**src/rtl/fetch_pkg.sv**
```systemverilog
// Shared types for the instruction fetch unit: memory command encoding and FSM states.
package fetch_pkg;

  typedef enum logic [1:0] {
    MEM_NONE  = 2'b00,
    MEM_READ  = 2'b01,
    MEM_WRITE = 2'b10
  } mem_cmd_t;

  typedef enum logic [1:0] {
    StIdle,
    StWait,
    StDiscard
  } fetch_state_t;

endpackage

```
**src/rtl/fetch_queue.sv**
```systemverilog
// Synchronous prefetch FIFO with flush; head entry and occupancy are registered.
module fetch_queue #(
  parameter int unsigned Width = 25,
  parameter int unsigned Depth = 4
) (
  input  logic                   clk_i,
  input  logic                   rst_ni,
  input  logic                   flush_i,
  input  logic                   push_i,
  input  logic [Width-1:0]       data_i,
  input  logic                   pop_i,
  output logic [Width-1:0]       data_o,
  output logic                   valid_o,
  output logic [$clog2(Depth):0] count_o
);

  localparam int unsigned PtrW = $clog2(Depth);
  localparam logic [PtrW:0] Full = (PtrW+1)'(Depth);

  logic [Width-1:0] mem_q [Depth];
  logic [PtrW-1:0]  wptr_q, wptr_d, rptr_q, rptr_d;
  logic [PtrW:0]    count_q, count_d;
  logic             push_ok, pop_ok;

  always_comb begin
    push_ok = push_i & ~flush_i & (count_q != Full);
    pop_ok  = pop_i & ~flush_i & (count_q != '0);
    wptr_d  = wptr_q;
    rptr_d  = rptr_q;
    count_d = count_q;
    if (flush_i) begin
      wptr_d  = '0;
      rptr_d  = '0;
      count_d = '0;
    end else begin
      // Pointers wrap naturally because Depth is a power of two.
      if (push_ok) wptr_d = wptr_q + PtrW'(1);
      if (pop_ok)  rptr_d = rptr_q + PtrW'(1);
      case ({push_ok, pop_ok})
        2'b10:   count_d = count_q + (PtrW+1)'(1);
        2'b01:   count_d = count_q - (PtrW+1)'(1);
        default: count_d = count_q;
      endcase
    end
  end

  always_ff @(posedge clk_i or negedge rst_ni) begin
    if (!rst_ni) begin
      wptr_q  <= '0;
      rptr_q  <= '0;
      count_q <= '0;
    end else begin
      wptr_q  <= wptr_d;
      rptr_q  <= rptr_d;
      count_q <= count_d;
    end
  end

  always_ff @(posedge clk_i) begin
    if (push_ok) mem_q[wptr_q] <= data_i;
  end

  assign data_o  = mem_q[rptr_q];
  assign valid_o = (count_q != '0);
  assign count_o = count_q;

endmodule

```
**src/rtl/fetch_unit.sv**
```systemverilog
// Instruction prefetch: one outstanding memory read feeding a small queue, with redirect flush.
module fetch_unit
  import fetch_pkg::*;
#(
  parameter int unsigned       ADDR_W   = 9,
  parameter int unsigned       INSTR_W  = 16,
  parameter int unsigned       DEPTH    = 4,
  parameter logic [ADDR_W-1:0] RESET_PC = '0
) (
  input  logic               clk,
  input  logic               reset,
  input  logic               hold,
  output logic [1:0]         mem_cmd,
  output logic [ADDR_W-1:0]  mem_addr,
  input  logic               mem_ready,
  input  logic [INSTR_W-1:0] mem_data,
  input  logic               redirect,
  input  logic [ADDR_W-1:0]  redirect_pc,
  output logic               instr_valid,
  output logic [INSTR_W-1:0] instr,
  output logic [ADDR_W-1:0]  instr_pc,
  input  logic               instr_ready
);

  localparam int unsigned CntW = $clog2(DEPTH) + 1;
  localparam logic [CntW:0] DepthLim = (CntW+1)'(DEPTH);

  fetch_state_t state_q, state_d;
  logic [ADDR_W-1:0] fetch_pc_q, fetch_pc_d;
  logic [ADDR_W-1:0] req_pc_q, req_pc_d;
  logic [CntW-1:0]   count;
  logic [CntW:0]     slots_used;
  logic [ADDR_W+INSTR_W-1:0] head;
  logic      resp, push, pop, pending_after, issue;
  mem_cmd_t  cmd;

  assign resp          = (state_q == StWait) & mem_ready;
  assign push          = resp & ~redirect;
  assign pop           = instr_valid & instr_ready & ~redirect;
  assign pending_after = (state_q == StWait) & ~mem_ready;

  // Occupancy after this cycle's push/pop; a same-cycle pop frees a slot for issue.
  assign slots_used = {1'b0, count} + (CntW+1)'(push) - (CntW+1)'(pop);

  assign issue = reset & ~hold & ~redirect & (state_q != StDiscard) & ~pending_after &
                 (slots_used < DepthLim);

  always_comb begin
    state_d    = state_q;
    fetch_pc_d = fetch_pc_q;
    req_pc_d   = req_pc_q;
    cmd        = MEM_NONE;
    if (redirect) begin
      fetch_pc_d = redirect_pc;
      // An in-flight read whose data has not arrived must be dropped later.
      if ((state_q != StIdle) && !mem_ready) state_d = StDiscard;
      else                                   state_d = StIdle;
    end else begin
      if ((state_q != StIdle) && mem_ready) state_d = StIdle;
      if (issue) begin
        cmd        = MEM_READ;
        req_pc_d   = fetch_pc_q;
        fetch_pc_d = fetch_pc_q + ADDR_W'(1);
        state_d    = StWait;
      end
    end
  end

  always_ff @(posedge clk or negedge reset) begin
    if (!reset) begin
      state_q    <= StIdle;
      fetch_pc_q <= RESET_PC;
      req_pc_q   <= '0;
    end else begin
      state_q    <= state_d;
      fetch_pc_q <= fetch_pc_d;
      req_pc_q   <= req_pc_d;
    end
  end

  assign mem_cmd  = cmd;
  assign mem_addr = fetch_pc_q;

  fetch_queue #(
    .Width(ADDR_W + INSTR_W),
    .Depth(DEPTH)
  ) u_queue (
    .clk_i  (clk),
    .rst_ni (reset),
    .flush_i(redirect),
    .push_i (push),
    .data_i ({req_pc_q, mem_data}),
    .pop_i  (pop),
    .data_o (head),
    .valid_o(instr_valid),
    .count_o(count)
  );

  assign instr    = head[INSTR_W-1:0];
  assign instr_pc = head[ADDR_W+INSTR_W-1:INSTR_W];

endmodule

```
**config.mk**
```make
export PLATFORM = sky130hd
export DESIGN_NAME = fetch_unit
export DESIGN_NICKNAME = d
export VERILOG_FILES = /design/src/rtl/fetch_pkg.sv /design/src/rtl/fetch_queue.sv /design/src/rtl/fetch_unit.sv
export SDC_FILE = /design/constraint.sdc
export NUM_CORES = 1
export LEC_CHECK = 0
export BUFFER_PORTS_ARGS = -buffer_cell sky130_fd_sc_hd__buf_2
export CAP_MARGIN = 20
export CORE_MARGIN = 2
export CORE_UTILIZATION = 62
export DETAILED_ROUTE_END_ITERATION = 7
export GPL_TIMING_DRIVEN = 0
export PLACE_DENSITY = 0.89
export SLEW_MARGIN = 20
export SYNTH_ARGS = -nofsm -noshare
export SYNTH_HDL_FRONTEND = slang
export SYNTH_SLANG_ARGS = --single-unit
```
**constraint.sdc**
```tcl
create_clock -name clk -period 4.98 [get_ports clk]
set_input_delay 0.498 -clock clk [delete_from_list [all_inputs] [get_ports clk]]
set_output_delay 0.498 -clock clk [all_outputs]
set_load 0.01 [all_outputs]
```
======== Word-level counts from Yosys, hierarchy flattened ========
Memories as Yosys holds them, arrays and structs flattened.
Index checks and enable logic that the tools add are counted.
word-level totals
  memories ................................ 1
  RAM bits ................................ 100
  output and inout bits ................... 37
  bits in registers ....................... 27
  bits of input ports ..................... 31
  logic and storage cells ................. 65
memories
  memory         depth  width  rd ports  clocked after memory_dff  wr ports  line               source
  u_queue.mem_q  4      25     1         0                         1         fetch_queue.sv:20  logic [Width-1:0] mem_q [Depth];
operators by class
  equality and inequality tests ........... 5
  order comparisons ....................... 1
  add/subtract/negate cells ............... 7
  bitwise operators ....................... 18
  multiplexer cells ....................... 16
  reduce and logical (&&, ||, !) cells .... 11
operators by type and width
  kind                 count
  $mux 9               2
  $mux 2               8
  $and 1x1->1          14
  $add 9x1->9 const B  1
  $reduce_bool 3->1    3
  $reduce_bool 2->1    4
  $pmux 3 s2           1
  $add 2x1->2 const B  2
  $add 3x1->4          1
  $eq 2x1->1 const B   2
  $lt 4x3->1 const B   1
  $mux 1               4
  $not 1->1            4
  $sub 4x1->4          1
  $add 3x1->3 const B  1
  $mux 3               1
  $ne 3x3->1 const B   1
  $sub 3x1->3 const B  1
  $eq 2x2->1 const B   1
  $logic_and 1x1->1    2
  $ne 2x2->1 const B   1
  $reduce_and 2->1     1
  $logic_not 1->1      1

======== Depth between registers and ports, before layout ========
Gate-level depths: netlist of the first run.
  word-level depth ........................ 9
  mapped depth ............................ 13
  gate-level depth less buffers ........... 10

======== Hierarchy ========
Synthesis of the first run repeated with hierarchy kept, for this count alone.
unflattened totals
  cells, all modules ...................... 304
  area, all modules ....................... 5317.6 sq um
by module, submodules not included
  module       instances  area each (sq um)  cells each  seq. area each (sq um)
  fetch_queue  1          4142.7             190         3178.0
  fetch_unit   1          1174.9             114         500.5

======== Least setup slack after synthesis of the first run ========
Ideal clock, no wire load.
  path type ............................... input -> output
  from .................................... input port redirect
  to ...................................... output port mem_cmd[0]
  path buffers ............................ 4
  arrival ................................. 2.829 ns
  required time ........................... 4.482 ns
  path slack .............................. 1.653 ns
  stages on the path ...................... 13
  cell sequence ........................... clkbuf_1 -> clkbuf_1 -> nor2_1 -> ha_1 -> inv_1 -> ha_1 -> nor2b_1 -> a2111oi_2 -> a21oi_4 -> nand2_1 -> buf_4 -> inv_1 -> buf_4
on the way
  word-level cells in the longest chain between the ends .. 8
  elaborated cells on any way between the ends .. 12
  classes of those cells .................. add/sub: 2; order compare: 1; mux: 2; bitwise: 7
ends and longest elaborated chain
  item                        line              source
  from (decl)                 fetch_unit.sv:17  input logic redirect,
  $not 1->1 (no source line)  --
  $and 1x1->1                 fetch_unit.sv:38  assign push = resp & ~redirect;
  $add 3x1->4                 fetch_unit.sv:43  assign slots_used = {1'b0, count} + (CntW+1)'(push) - (CntW+1)'(pop);
  $sub 4x1->4                 fetch_unit.sv:43
  $lt 4x3->1                  fetch_unit.sv:46  (slots_used < DepthLim);
  $and 1x1->1                 fetch_unit.sv:45  assign issue = reset & ~hold & ~redirect & (state_q != StDiscard) & ~pending_after &
  $mux 1                      fetch_unit.sv:60  if (issue) begin
  $mux 1 *                    fetch_unit.sv:53  if (redirect) begin
  to (decl)                   fetch_unit.sv:13  output logic [1:0] mem_cmd,
Mark *: on every way between the ends. The rest lies on a longest branch, timed or not.

======== Worst setup path in the final report of the first run ========
  from .................................... register u_queue.count_q[2], in the netlist u_queue.count_o[2]
  to ...................................... output port mem_cmd[0]
on the way
  word-level cells in the longest chain between the ends .. 8
  elaborated cells on any way between the ends .. 9
  classes of those cells .................. add/sub: 2; order compare: 1; mux: 2; bitwise: 3; reduce/logical: 1
ends and longest elaborated chain
  item                                                                 line               source
  from (decl)                                                          fetch_queue.sv:22  logic [PtrW:0] count_q, count_d;
  from (signal assigned)                                               fetch_queue.sv:55  count_q <= count_d;
  parallel branches: the longest is 3 deep, another holds $add 3x1->4  --
  $sub 4x1->4 *                                                        fetch_unit.sv:43
  $lt 4x3->1 *                                                         fetch_unit.sv:46
  $and 1x1->1 *                                                        fetch_unit.sv:45
  $mux 1 *                                                             fetch_unit.sv:60
  $mux 1 *                                                             fetch_unit.sv:53
Mark *: on every way between the ends.

==> run summary, run 1 <==
Status = completed
Critical Path Fanout Max = 10
FF-to-FF End = req_pc_q[0]$_DFFE_PN0P_
Total GRT Usage = 23.86%
Worst reg2reg path startpoint = u_queue.count_o[2]$_DFFE_PN0P_
Die ar. = 9452 sq um
H-tree levels = 4
Most common flop cell mapped by yosys = edfxtp_1
Synthesized flop and latch total = 127
DRT Pass-1 Iters = 7
Worst slew pin tran = 0.9034 ns
Initial core utilization = 62.70%
Final Cell Area = 6409 sq um
Post-synth top area cell = edfxtp_1
CTS Sinks = 127
P&R area growth vs syn = 18.95%
Clk_skew = 0.007589 ns
Vias in the first global route = 3,193
First-pass GRT wire length = 16,730 um
Pin count of the biggest net entering global routing = 29
Clock transition at the registers of the reported paths = 0.06 ns
Routed wire length = 10,630 um
CP Capture Type = output port
N_diodes = 0
IO Pins = 68
Final setup viols = 0
Placement Setup Slack = 0.8977 ns
Yosys cell types = 60
PostCTS Resize Cnt = 0
Clock Tree Buf Depth = 2
Total number of vias = 3,119
Std cell rows = 34
Worst EP required = 4.48 ns
Finished Layout Cells = 515
Synth warnings = 0
CTS buffer count = 17
Top-area cell type share of the netlist area = 55.74%
Share of flip-flops with an asynchronous set or reset = 21.26%
Max-cap violations = 0
Hold Buf Count CTS = 0
Setup WS post-layout = 0.5183 ns
Syn nets = 351
Routed Antenna Nets = 0
Post-DP HPWL = 6455 um
Die height = 97.22 um
Minimum clock period = 4.462 ns
EDFF count, synth = 100
Count leader, synth = edfxtp_1
Syn Inst Count = 311
Drt wl/cell = 20.65 um
Max IR drop VDD = 0.2465 mV
Post-DP Area = 5853 sq um
P per Cell Area = 499.9 nW/um^2
Leak = 2.390 nW
Die Span X = 97.22 um
Part of the cycle the worst path needs = 89.59%
Synth Cell Area = 5388 sq um
Slew Limit Fails = 0
Reg-to-reg slack, setup = 1.35 ns
Commonest cells in the netlist = edfxtp_1 (100), dfrtp_1 (27), mux4_2 (25)
DRC violations left = 0
Vias per cell = 6.056
Synth area leaders = edfxtp_1 (56%), dfrtp_1 (13%), mux4_2 (10%)
GRT overflow = 0
Reg2Reg Depth = 12
PortBufs = 66
Setup Fix Bufs, Post-CTS = 0
Slew HR = 39.26%
RSZ-0062 raised after global routing = no
F_max = 224.1 MHz
Setup CP Type = flip-flop to output port
Clock Latency Late Sink = 0.51 ns
Post-Place Cells = 485
Core area = 8593 sq um
Hold/Removal Path Class = input port to asynchronous set/reset pin
Final hold violation count = 0
Nets = 436
Gpl congestion = 0.8101
Antenna violations before repair = 0
Fin Setup TNS = 0 ns
Critical path arrival = 3.96 ns
Mean area per synthesized cell = 17.32 sq um
CTS tree = done
Register area share after synthesis = 68.28%
Ratio of cells with drive above 1 in the final layout = 38.08%
Startpoint Class = flip-flop
DRT iter0 DRCs = 172
CTS root buf = clkbuf_8
[metrics by stage]
| stage | total power, mW | hold WS, ns | util [%] |
|---|---|---|---|
| 6_report | 3.204 | 0.01042 | 74.58 |
| 5_1_grt | 3.341 | 0.04229 | 74.58 |
| 4_1_cts | 3.223 | 0.01046 | 74.58 |
| 3_5_place_dp | 2.067 | 0.4965 | 68.11 |
| 3_3_place_gp | 2.032 | 0.4828 | 68.11 |
| 2_1_floorplan | 1.842 | 0.2024 | - |
[how the worst max path moves through the flow]
stage | from | depth (start not counted) | end | slack, ns
finish | u_queue.count_o[2]$_DFFE_PN0P_ | 14 | mem_cmd[0] | 0.52
global route | u_queue.count_o[2]$_DFFE_PN0P_ | 14 | mem_cmd[0] | 0.22
CTS | u_queue.count_o[2]$_DFFE_PN0P_ | 14 | mem_cmd[0] | 0.50
detailed placement | redirect | 15 | mem_cmd[0] | 0.90
global placement | redirect | 15 | mem_cmd[0] | 0.96
floorplan | redirect | 13 | mem_cmd[0] | 1.65
[where the power goes]
part / switching (mW) / total [mW] / leakage [nW] / internal (mW)
Clock: 0.438 / 1.14 / 0.266 / 0.707
Combinational: 0.358 / 0.678 / 0.882 / 0.320
Sequential: 0.105 / 1.38 / 1.24 / 1.28
Total: 0.902 / 3.20 / 2.39 / 2.30
[cell families (layout without fill, tap and decap cells)]
family / Yosys count / in the layout / share of synthesized area, %
muxes: 40 / 40 / 13.45
DFF: 127 / 127 / 68.28
other: 1 / 1 / 0.06960
AOI/OAI and AO/OA: 40 / 40 / 5.899
xor gates and xnor gates: 5 / 5 / 0.8130
and+or+nand+nor: 62 / 62 / 6.898
buffers and inverters: 27 / 123 / 2.369
adders and majority gates: 9 / 9 / 2.230
[layout make-up]
type                    instances  area, sq um
clock buffers                  17        414.1
repair buffers                 66        330.3
well taps                     108        135.1
plain buffers                  16        86.33
inverters                      11        41.29
multi-input cells             157         1582
fillers                       503         2185
clock inverters                13        141.4
flip-flops and latches        127         3679
[per-layer routing]
metal  global-route usage [%]  vias to the layer above  wire length (um)
li1                         -                     1405                 -
met1                    31.90                     1572              4500
met2                    39.05                      130              5350
met3                    6.331                       12               685
met4                    7.692                        0                97
met5                        0                        -                 0
[critical path, cell delays in order, from the launching register on]
cell       delay, ns
dfrtp_1         0.36
buf_4           0.16
o31ai_1         0.77
nor2_1          0.09
ha_1            0.21
inv_1           0.05
ha_1            0.21
nor2b_1         0.18
a2111oi_2       0.58
a21oi_4         0.13
nand2_1         0.17
buf_4           0.23
inv_1           0.06
buf_4           0.12
buf_2           0.13
[sequential cells by signal, summed over array words and instances (netlist names)]
register	count
state_q	2
u_queue.wptr_q	2
u_queue.mem_q	100
u_queue.count_o	3
req_pc_q	9
u_queue.rptr_q	2
mem_addr	9
[cell usage in the layout, fill, tap and decap left out, types with 9 or more instances in the layout]
cell,n
buf_2,69
dfrtp_1,27
nand2_1,9
nand3_1,9
inv_1,11
mux4_2,25
nor2_1,9
clkbuf_16,16
edfxtp_1,100
mux2_2,9
(Power assumes the default switching activity.)
==> inputs of run 2 (changes only) <==
--- a/config.mk
+++ b/config.mk
@@ -5,7 +5,7 @@
 export SDC_FILE = /design/constraint.sdc
 export NUM_CORES = 1
 export LEC_CHECK = 0
-export BUFFER_PORTS_ARGS = -buffer_cell sky130_fd_sc_hd__buf_2
+export BUFFER_PORTS_ARGS = -buffer_cell sky130_fd_sc_hd__clkbuf_2
 export CAP_MARGIN = 20
 export CORE_MARGIN = 2
 export CORE_UTILIZATION = 62
==> run 2 against run 1 <==
Compared with the run above:
- combinational power down 1%
- routed wire length down 0.67%
- die area unchanged
- clock power about the same
- sequential share of layout area down 0.067 points
==> run summary, run 2 (synthesis gave the netlist of run 1 again) <==
Clock Tree Buf Depth = 2 (unchanged)
Critical Path Fanout Max = 10 (unchanged)
Std cell rows = 34 (unchanged)
H-tree levels = 4 (unchanged)
DRC violations left = 0 (unchanged)
Routed wire length = 10,560 um (was 10,630 um)
Critical path arrival = 3.90 ns (was 3.96 ns)
Setup Fix Bufs, Post-CTS = 0 (unchanged)
IO Pins = 68 (unchanged)
N_diodes = 0 (unchanged)
CP Capture Type = output port (unchanged)
Clk_skew = 0.009371 ns (was 0.007589 ns)
Startpoint Class = flip-flop (unchanged)
Clock transition at the registers of the reported paths = 0.06 ns (about the same)
Number of fill cells = 518 (was 503)
DRT Pass-1 Iters = 4 (was 7)
Clock Latency Late Sink = 0.51 ns (about the same)
Slew HR = 38.93% (was 39.26%)
Worst hold margin = 0.03880 ns (was 0.01042 ns)
Setup CP Type = flip-flop to output port (unchanged)
Largest register FFs = 100 (unchanged)
PortBufs = 66 (unchanged)
CP bufs+invs = 6 (unchanged)
GRT overflow = 0 (unchanged)
Leak = 2.403 nW (was 2.390 nW)
CTS root buf = clkbuf_8 (unchanged)
PostCTS Resize Cnt = 0 (unchanged)
Final setup viols = 0 (unchanged)
Slowest stage delay, CP = 0.78 ns (was 0.77 ns)
Part of the cycle the worst path needs = 88.28% (was 89.59%)
Drt wl/cell = 20.43 um (was 20.65 um)
Most frequent cells in the layout = edfxtp_1 (100), clkbuf_2 (66), dfrtp_1 (27) (was edfxtp_1 (100), buf_2 (69), dfrtp_1 (27))
Multi-input gate area in the final layout = 1582 sq um (unchanged)
Slowest stage cell, crit path = o31ai_1 (unchanged)
Total GRT Usage = 23.88% (was 23.86%)
Core area = 8593 sq um (unchanged)
Total number of vias = 3,050 (was 3,119)
P&R area growth vs syn = 19.09% (was 18.95%)
Cells along the critical path = buf_4 -> o31ai_1 -> nor2_1 -> ha_1 -> inv_1 -> ha_1 -> nor2b_1 -> a2111oi_2 -> a21oi_4 -> nand2_1 -> buf_4 -> inv_1 -> buf_4 -> clkbuf_2 (was buf_4 -> o31ai_1 -> nor2_1 -> ha_1 -> inv_1 -> ha_1 -> nor2b_1 -> a2111oi_2 -> a21oi_4 -> nand2_1 -> buf_4 -> inv_1 -> buf_4 -> buf_2)
Gpl congestion = 0.7917 (was 0.8101)
Die Span X = 97.22 um (unchanged)
Commonest non-fill, non-tap cell in the layout = edfxtp_1 (unchanged)
Worst slew pin tran = 0.9082 ns (was 0.9034 ns)
CTS tree = done (unchanged)
Most Frequent Cell on Critical Path = buf_4 (unchanged)
Storage element area = 3679 sq um (unchanged)
F_max = 227.5 MHz (was 224.1 MHz)
Die ar. = 9452 sq um (unchanged)
CTS Sinks = 127 (unchanged)
Vias per cell = 5.899 (was 6.056)
Setup WS post-layout = 0.5839 ns (was 0.5183 ns)
Minimum clock period = 4.396 ns (was 4.462 ns)
DRT iter0 DRCs = 190 (was 172)
Final hold violation count = 0 (unchanged)
Final Cell Area = 6416 sq um (was 6409 sq um)
CP delay by family, top = compound AO/OA/AOI/OAI gates (unchanged)
Post-DP HPWL = 6330 um (was 6455 um)
CTS buffer count = 17 (unchanged)
Hold Buf Count CTS = 0 (unchanged)
Vias in the first global route = 3,178 (was 3,193)
RSZ-0062 raised after global routing = no (unchanged)
Antenna violations before repair = 0 (unchanged)
Largest Register = u_queue.mem_q (unchanged)
P per Cell Area = 501.8 nW/um^2 (was 499.9 nW/um^2)
Nets = 436 (unchanged)
Max IR drop VDD = 0.2701 mV (was 0.2465 mV)
Routed Antenna Nets = 0 (unchanged)
Fin Setup TNS = 0 ns (unchanged)
Ratio of cells with drive above 1 in the final layout = 38.14% (was 38.08%)
Slew Limit Fails = 0 (unchanged)
Post-DP Area = 5853 sq um (unchanged)
Initial core utilization = 62.70% (unchanged)
Pin count of the biggest net entering global routing = 29 (unchanged)
First-pass GRT wire length = 17,020 um (was 16,730 um)
Max-cap violations = 0 (unchanged)
Hold/Removal Path Class = input port to asynchronous set/reset pin (unchanged)
Worst EP required = 4.48 ns (about the same)
Die height = 97.22 um (unchanged)
Status = completed (unchanged)
Placement Setup Slack = 0.9165 ns (was 0.8977 ns)
run 2: cell count changes in the layout (fill, tap and decap cells not counted):
| cell | change |
|---|---|
| inv_8 | +2 |
| buf_2 | -66 |
| inv_6 | +5 |
| clkinv_1 | +1 |
| bufinv_16 | -1 |
| clkinv_2 | -3 |
| clkbuf_2 | +66 |
| clkinv_4 | -2 |
run 2: final cells by class:
type / count / share of cell area (%)
flip-flops and latches: 127 / 57.33
multi-input cells: 157 / 24.65
clock buffers: 17 / 6.455
repair buffers: 66 / 5.148
clock inverters: 15 / 2.321
well taps: 108 / 2.106
plain buffers: 16 / 1.346
inverters: 11 / 0.6435
run 2: worst reg2reg max path, stage by stage, from the launching register on:
cell and delay [ns]:
dfrtp_1 0.36, buf_4 0.16, o31ai_1 0.78, nor2_1 0.09, ha_1 0.21, inv_1 0.05
ha_1 0.21, nor2b_1 0.17, a2111oi_2 0.55, a21oi_4 0.13, nand2_1 0.16, buf_4 0.22
mux2_2 0.37
run 2: routing by layer:
metal / wire length, um / global-route usage (%) / part of all wire, %
met4: 85 / 7.585 / 0.80
met5: 0 / 0 / 0
met3: 634 / 6.043 / 6.0
met2: 5347 / 37.55 / 51
met1: 4496 / 33.63 / 43
run 2: final timing paths:
path | startpoint | endpoint | slack (ns) | cells past startpoint
max in group asynchronous | reset | req_pc_q[4]$_DFFE_PN0P_ | 4.47 | 1
min reg2reg | req_pc_q[2]$_DFFE_PN0P_ | u_queue.mem_q[0][18]$_DFFE_PP_ | 0.52 | 0
max | u_queue.count_o[2]$_DFFE_PN0P_ | mem_cmd[0] | 0.58 | 14
max reg2reg | u_queue.count_o[2]$_DFFE_PN0P_ | req_pc_q[3]$_DFFE_PN0P_ | 1.41 | 12
min | reset | mem_addr[5]$_DFFE_PN0P_ | 0.04 | 1
min in group clk | redirect_pc[0] | mem_addr[0]$_DFFE_PN0P_ | 0.21 | 3
run 2: per-stage QoR:
step	std cells	utilization, %	total power, mW
floorplan	311	-	1.842
global placement	485	68.11	2.034
detailed placement	485	68.11	2.066
CTS	517	74.67	3.239
global route	517	74.67	3.361
finish	517	74.67	3.220
run 2: report_power, final:
part | switching (mW) | total, mW | leakage, nW | internal, mW
Combinational | 0.352 | 0.670 | 0.894 | 0.318
Sequential | 0.106 | 1.38 | 1.24 | 1.28
Clock | 0.491 | 1.17 | 0.268 | 0.678
